## src/rtl/csa_pkg.sv

```systemverilog
// Shared defaults, state encoding and chunk-count helper for the carry-save resolver.
package csa_pkg;

    localparam int CSA_WIDTH = 64;
    localparam int CSA_CHUNK = 16;

    localparam logic [1:0] IDLE = 2'd0;
    localparam logic [1:0] ADD  = 2'd1;
    localparam logic [1:0] DONE = 2'd2;

    function automatic int nchunk(input int width, input int chunk);
        return width / chunk;
    endfunction

    localparam int CSA_NCHUNK = nchunk(CSA_WIDTH, CSA_CHUNK);

endpackage

```

## src/rtl/csa_chunk_adder.sv

```systemverilog
// CHUNK-bit ripple-carry adder built from fulladder cells.
// Latency: combinational. Backpressure: none.
module csa_chunk_adder #(
    parameter int CHUNK = 16
) (
    input  logic [CHUNK-1:0] a,
    input  logic [CHUNK-1:0] b,
    input  logic             cin,
    output logic [CHUNK-1:0] s,
    output logic             cout
);

    logic [CHUNK:0] c;

    assign c[0] = cin;
    assign cout = c[CHUNK];

    for (genvar i = 0; i < CHUNK; i++) begin : g_bit
        fulladder u_fa (
            .a    (a[i]),
            .b    (b[i]),
            .cin  (c[i]),
            .s    (s[i]),
            .cout (c[i+1])
        );
    end

endmodule

```

## src/rtl/fulladder.sv

```systemverilog
// Single-bit full adder cell: combinational, no latency, no flow control.
module fulladder (
    input  logic a,
    input  logic b,
    input  logic cin,
    output logic s,
    output logic cout
);

    assign s    = a ^ b ^ cin;
    assign cout = (a & b) | (cin & (a ^ b));

endmodule

```

## src/rtl/csa_resolver.sv

```systemverilog
// Serial carry-propagate resolver for a carry-save sum/carry pair, CHUNK bits per cycle.
// Latency: WIDTH/CHUNK cycles accept-to-valid; with CSA_RESOLVE_ZERO_SKIP_EN, as low as 1.
// Backpressure: one operation in flight; in_ready low until the result is taken via out_ready.
module csa_resolver
    import csa_pkg::*;
#(
    parameter int WIDTH = CSA_WIDTH,
    parameter int CHUNK = CSA_CHUNK
) (
    input  logic             clk,
    input  logic             rst,
    input  logic             in_valid,
    output logic             in_ready,
    input  logic [WIDTH-1:0] in_sum,
    input  logic [WIDTH-1:0] in_carry,
    output logic             out_valid,
    input  logic             out_ready,
    output logic [WIDTH-1:0] out_result,
    output logic             out_overflow
);

    localparam int NCH  = nchunk(WIDTH, CHUNK);
    localparam int IDXW = (NCH > 1) ? $clog2(NCH) : 1;

    logic [1:0]       state;
    logic [IDXW-1:0]  idx;
    logic [WIDTH-1:0] op_sum;
    logic [WIDTH-1:0] op_carry;
    logic [WIDTH-1:0] res_q;
    logic [WIDTH-1:0] res_nxt;
    logic             cflop;
    logic             ovf_q;
    logic [CHUNK-1:0] s_chunk;
    logic             cout;
    logic             last;
    logic             skip;

    csa_chunk_adder #(.CHUNK(CHUNK)) u_chunk (
        .a    (op_sum[idx*CHUNK +: CHUNK]),
        .b    (op_carry[idx*CHUNK +: CHUNK]),
        .cin  (cflop),
        .s    (s_chunk),
        .cout (cout)
    );

    assign last = (idx == IDXW'(NCH - 1));

`ifdef CSA_RESOLVE_ZERO_SKIP_EN
    logic [WIDTH-1:0] hi_mask;
    assign hi_mask = {WIDTH{1'b1}} << ((int'(idx) + 1) * CHUNK);
    // No carry leaving this chunk and no carry bits above it: upper sum bits are final.
    assign skip    = !cout && ((op_carry & hi_mask) == '0);
`else
    assign skip = 1'b0;
`endif

    always_comb begin
        res_nxt = res_q;
        res_nxt[idx*CHUNK +: CHUNK] = s_chunk;
`ifdef CSA_RESOLVE_ZERO_SKIP_EN
        if (skip) begin
            res_nxt = (res_nxt & ~hi_mask) | (op_sum & hi_mask);
        end
`endif
    end

    always_ff @(posedge clk or posedge rst) begin
        if (rst) begin
            state    <= IDLE;
            idx      <= '0;
            op_sum   <= '0;
            op_carry <= '0;
            res_q    <= '0;
            cflop    <= 1'b0;
            ovf_q    <= 1'b0;
        end else begin
            case (state)
                IDLE: begin
                    if (in_valid) begin
                        op_sum   <= in_sum;
                        op_carry <= in_carry;
                        cflop    <= 1'b0;
                        idx      <= '0;
                        state    <= ADD;
                    end
                end
                ADD: begin
                    res_q <= res_nxt;
                    cflop <= cout;
                    idx   <= idx + IDXW'(1);
                    if (last || skip) begin
                        // A skip implies cout==0, so overflow reads as zero there.
                        ovf_q <= cout;
                        state <= DONE;
                    end
                end
                DONE: begin
                    if (out_ready) begin
                        state <= IDLE;
                    end
                end
                default: state <= IDLE;
            endcase
        end
    end

    assign in_ready     = (state == IDLE);
    assign out_valid    = (state == DONE);
    assign out_result   = res_q;
    assign out_overflow = ovf_q;

endmodule
```

## config.mk

```make
export PLATFORM = sky130hd
export DESIGN_NAME = csa_resolver
export DESIGN_NICKNAME = d
export VERILOG_FILES = /design/src/rtl/csa_pkg.sv /design/src/rtl/csa_chunk_adder.sv /design/src/rtl/fulladder.sv /design/src/rtl/csa_resolver.sv
export SDC_FILE = /design/constraint.sdc
export NUM_CORES = 1
export LEC_CHECK = 0
export ABC_AREA = 1
export CAP_MARGIN = 20
export CORE_ASPECT_RATIO = 1.1
export CORE_UTILIZATION = 55
export CTS_CLUSTER_SIZE = 24
export DETAILED_ROUTE_END_ITERATION = 8
export GPL_TIMING_DRIVEN = 0
export PLACE_DENSITY_LB_ADDON = 0.25
export SLEW_MARGIN = 25
export SYNTH_ARGS = -nofsm -noshare
export SYNTH_HDL_FRONTEND = slang
export SYNTH_SLANG_ARGS = --single-unit
```

## constraint.sdc

```tcl
create_clock -name clk -period 15.34 [get_ports clk]
set_input_delay 1.534 -clock clk [delete_from_list [all_inputs] [get_ports clk]]
set_output_delay 1.534 -clock clk [all_outputs]
set_load 0.01 [all_outputs]
```

# After elaboration in Yosys (flattened, before gate mapping)
# Index checks and enable logic that the tools add are counted.
[word_totals]
register_bits = 198
inputBits = 132
out_inout_bits = 67
wordCells = 114
[op_classes]
n_addsub = 2
n_eq_ne = 6
shift = 4
n_mux = 9
n_bitwise = 80
n_reduce_logical = 6
[op_table]
columns = ["operator", "count"]
rows = [
  ["$shiftx A64 B7 Y16", 2],
  ["$bwmux W64", 1],
  ["$shift A16 B34 Y64 const A", 1],
  ["$shiftx A16 B34 Y64", 1],
  ["$neg A6 Y34", 1],
  ["$and A1 B1 Y1", 32],
  ["$xor A1 B1 Y1", 32],
  ["$or A1 B1 Y1", 16],
  ["$mux W2", 4],
  ["$pmux W2 S3", 1],
  ["$reduce_and A2 Y1", 3],
  ["$eq A2 B2 Y1 const B", 2],
  ["$ne A2 B2 Y1 const B", 2],
  ["$pmux W2 S2", 1],
  ["$reduce_and A3 Y1", 1],
  ["$add A2 B1 Y2 const B", 1],
  ["$eq A2 B1 Y1 const B", 1],
  ["$logic_not A2 Y1", 1],
  ["$ne A2 B1 Y1 const B", 1],
  ["$pmux W1 S2", 1],
  ["$reduce_bool A2 Y1", 1],
  ["$mux W1", 1],
]

# Logic depth before layout (Yosys ltp)
[logic_depth]
word_depth = 35
ltp_mapped = 29

# Cells and area by module
# From an unflattened synthesis, not the netlist that was laid out.
[hier_totals]
cells_unflattened = 1113
area_unflattened_um2 = 9527.9
[by_module_without_submodules]
columns = ["module", "instances", "cells_each", "area_each_um2", "seq_area_each_um2"]
rows = [
  ["csa_resolver", 1, 1097, 9207.6, 4954.8],
  ["fulladder", 16, 1, 20.0, 0.0],
]

# Least setup slack after synthesis
# No wires, ideal clock.
[synth_path]
kind = "register -> register"
start = "register idx[0]"
end = "register res_q[63], in the netlist out_result[63]"
arrival_ns = 6.968
setup_slack_ns = 8.256
stages_incl_launch_ff = 30
path_buffers = 2
period_less_slack_ns = 7.084
cell_sequence = "dfrtp_1 > buf_2 > inv_2 > clkbuf_1 > nand2_1 > nand3_1 > nand2_1 > fa_1 > fa_1 > inv_1 > fa_1 > fa_1 > inv_1 > fa_1 > fa_1 > fa_1 > fa_1 > fa_1 > fa_1 > fa_1 > fa_1 > fa_1 > fa_1 > inv_1 > fa_1 > fa_1 > nand3_1 > inv_1 > nand2_1 > nand2_1"
[synth_between]
elab_chain_len = 35
word_cells_on_any_way = 83
cone_classes = "1 x add/sub; 4 x shift; 1 x mux; 77 x bitwise"
[synth_lines]
columns = ["item", "line_no", "source"]
rows = [
  ["start: declaration", "csa_resolver.sv:26", "logic [IDXW-1:0] idx;"],
  ["start signal: assignment", "csa_resolver.sv:90", "idx <= idx + IDXW'(1);"],
  ["$shiftx A64 B7 Y16, on equally long branches", "csa_resolver.sv:39, csa_resolver.sv:40", ""],
  ["$xor A1 B1 Y1", "fulladder.sv:10, fulladder.sv:11", ""],
  ["$and A1 B1 Y1", "fulladder.sv:11", "assign cout = (a & b) | (cin & (a ^ b));"],
  ["$or A1 B1 Y1", "fulladder.sv:11", ""],
  ["$and A1 B1 Y1", "fulladder.sv:11", ""],
  ["$or A1 B1 Y1", "fulladder.sv:11", ""],
  ["$and A1 B1 Y1", "fulladder.sv:11", ""],
  ["$or A1 B1 Y1", "fulladder.sv:11", ""],
  ["[19 not listed]", "--", ""],
  ["$or A1 B1 Y1", "fulladder.sv:11", ""],
  ["$and A1 B1 Y1", "fulladder.sv:11", ""],
  ["$or A1 B1 Y1", "fulladder.sv:11", ""],
  ["$and A1 B1 Y1", "fulladder.sv:11", ""],
  ["$or A1 B1 Y1", "fulladder.sv:11", ""],
  ["$xor A1 B1 Y1", "fulladder.sv:10", "assign s = a ^ b ^ cin;"],
  ["$shiftx A16 B34 Y64", "csa_resolver.sv:59", "res_nxt[idx*CHUNK +: CHUNK] = s_chunk;"],
  ["$bwmux W64 (*)", "csa_resolver.sv:59", ""],
  ["end signal: assignment", "csa_resolver.sv:88", "res_q <= res_nxt;"],
  ["end: declaration", "csa_resolver.sv:29", "logic [WIDTH-1:0] res_q;"],
]
# Mark *: on every way between the ends. The rest lies on a longest branch, timed or not.
# A chain may end at the register's enable or synchronous reset.

# Worst setup path after layout
# Same ends and word-level chain as after synthesis.

==> flow_summary.json <==
{
  "status": "finished clean",
  "finalNetCount": 1568,
  "hold_buffers": 0,
  "maxSlewViolCount": 0,
  "core_area_um2": 17100,
  "crit_slowest_cell": "fa_1",
  "hold_viol": 0,
  "fillers": 1299,
  "path_class": "reg -> reg",
  "drt_iter0_drc": 774,
  "synth_area_um2": 9610,
  "num_vias": 9019,
  "netlist_instances": 1196,
  "worstSetupEndpoint": "out_result[63]",
  "r2r_start": "idx[0]",
  "power_density_nw_per_um2": 227,
  "hold_class": "reg -> reg",
  "ys_types": 25,
  "crit_required_ns": 15.67,
  "cts.htree.levels": 4,
  "synth_fp_nets": 1350,
  "maxSlewHeadroom_pct": 55.0,
  "initial_core_util_pct": 56.3,
  "setup_tns_ns": 0,
  "cts_resized": 0,
  "fp-row-count": 50,
  "fmax_ghz": 0.124,
  "grt_pass1_vias": 8656,
  "clockBufferDepth": 2,
  "synth_seq_cells": 198,
  "r2r_cells": 29,
  "grt_pass1_wl_mm": 43.4,
  "power.total_uw": 2840,
  "finalCriticalPeriod_ns": 8.04,
  "dpl.hpwl_mm": 20.8,
  "io_buffers": 198,
  "critPathMaxFanout": 10,
  "dieArea_um2": 18000,
  "fin_util_pct": 73.2,
  "post-cts-setup-buffers": 0,
  "cts.sinks": 198,
  "antenna_cells": 0,
  "syn_avg_cell_area_um2": 8.03,
  "die_x_um": 128,
  "cp.arrival_ns": 8.37,
  "fin_crit_sh_pct": 52.4,
  "cts_tree": "built",
  "crit_top_cell": "fa_1",
  "ys_warn_count": 0,
  "viasPerCell": 5.43,
  "ios": 199,
  "grt_antenna_before_repair": 0,
  "startpoint_type": "flop",
  "synthToLayoutAreaGrowth_pct": 30.1,
  "grt_start_max_net_pins": 104,
  "multi_input_area_um2": 4010,
  "seq_area_frac_synth_pct": 51.6,
  "maxCapViolCount": 0,
  "wl_per_cell_um": 16.4,
  "worstMarginPinSlew_ns": 0.675,
  "rsz0062_at_grt": "false",
  "power.leakage_uw": 0.00642,
  "skew_ns": 0.00663,
  "clkLatencyLatePin_ns": 0.44,
  "endpoint_kind": "flop",
  "ff2ff_setup_slack_ns": 7.30,
  "cts-root-buf": "clkbuf_16",
  "cts_buffers": 17,
  "worstReg2RegEnd": "out_result[63]",
  "cp-startpoint": "idx[0]",
  "seq_area_um2": 4950,
  "drt-total-wl_mm": 27.2,
  "clk_pin_slew_ns": 0.07,
  "die_h_um": 141,
  "max_stage_delay_ns": 0.48,
  "overflow": 0,
  "firstDrtPassIters": 4,
  "place_congestion": 0.930,
  "drc": 0,
  "final_layout_size_suffix_gt1_share_pct": 7.64,
  "peakVddDrop_uv": 134,
  "grt_usage_pct": 31.7,
  "postRouteAntennaNets": 0,
  "setup_viol": 0
}
## cells in the mapped netlist, drive strengths merged
cell / number / area share [%]
nor2: 51 / 2.4
nand3: 212 / 11
nor3: 1 / 0.052
fa: 16 / 3.3
o21ai: 30 / 1.6
clkbuf: 8 / 0.31
dfrtp: 198 / 52
o31ai: 1 / 0.078
ha: 6 / 0.78
o211ai: 8 / 0.63
nand4: 1 / 0.065
nand2: 548 / 22
inv: 45 / 1.8
buf: 71 / 4.6
## registers in the layout (all words and copies together) (netlist names)
name / flops
out_result: 64
state: 2
idx: 2
out_overflow: 1
op_sum: 64
cflop: 1
op_carry: 64
## placed cells by master, fill, tap and decap left out, drive strengths merged, types with 2 or more instances in the layout
master	count
fa	16
nand2	548
o211ai	8
ha	6
clkdlybuf4s50	198
clkinv	5
bufinv	2
dfrtp	198
inv	47
nand3	212
buf	72
clkbuf	30
nor2	51
o21ai	30
## kinds of logic (layout without fill, tap and decap cells)
logic type	after synthesis	count (layout)	synth area share, %
and+or+nand+nor	813	813	35.3
adders and majority gates	22	22	4.11
buffers and inverters	124	355	6.74
AOI/OAI and AO/OA	39	39	2.27
DFF	198	198	51.6
## where the power goes
part	switching (µW)	internal (µW)	total, µW
logic	957	566	1520
clock network	198	250	448
registers	136	733	869
total	1290	1550	2840
## stage by stage
stage | setup slack (ns) | instances | hold WS, ns | instance area [µm²]
CTS | 7.42 | 1661 | 0.469 | 12500
finish | 7.30 | 1661 | 0.470 | 12500
floorplan | 8.26 | 1196 | 0.437 | 9610
global placement | 6.00 | 1628 | 0.448 | 11900
detailed placement | 7.45 | 1629 | 0.453 | 11900
global route | 7.06 | 1661 | 0.486 | 12500
## critical path: cells and delay by family, from the launching register on
family	cells	cell delay, ns
adder cells (fa/ha/maj)	16	5.80
buffers and inverters	7	1.06
flip-flops	1	0.43
AND/OR/NAND/NOR	6	0.63
## worst min path at each step
| stage | startpoint | endpoint | slack (ns) | cells after the start |
|---|---|---|---|---|
| floorplan | op_carry[50] | op_carry[50] | 0.44 | 2 |
| global placement | op_carry[50] | op_carry[50] | 0.45 | 2 |
| detailed placement | op_carry[50] | op_carry[50] | 0.45 | 2 |
| CTS | op_carry[50] | op_carry[50] | 0.47 | 2 |
| global route | op_carry[50] | op_carry[50] | 0.49 | 2 |
| finish | op_carry[50] | op_carry[50] | 0.47 | 2 |
## layout make-up
type	count	share of cell area, %
plain buffers	79	3.81
well taps	234	2.34
multi-input cells	874	32.0
flip-flops and latches	198	39.6
repair buffers	199	16.1
clock buffers	22	3.71
inverters	45	1.43
clock inverters	10	0.971
## routing by layer
metal	vias up	global-route usage [%]	part of all wire, %	wire, µm
met3	86	4.63	5.7	1550
met5	-	0	0	0
met4	0	18.3	5.1	1380
li1	4219	-	-	-
met2	395	53.2	50	13500
met1	4319	39.1	39	10700
(Power assumes the default switching activity.)
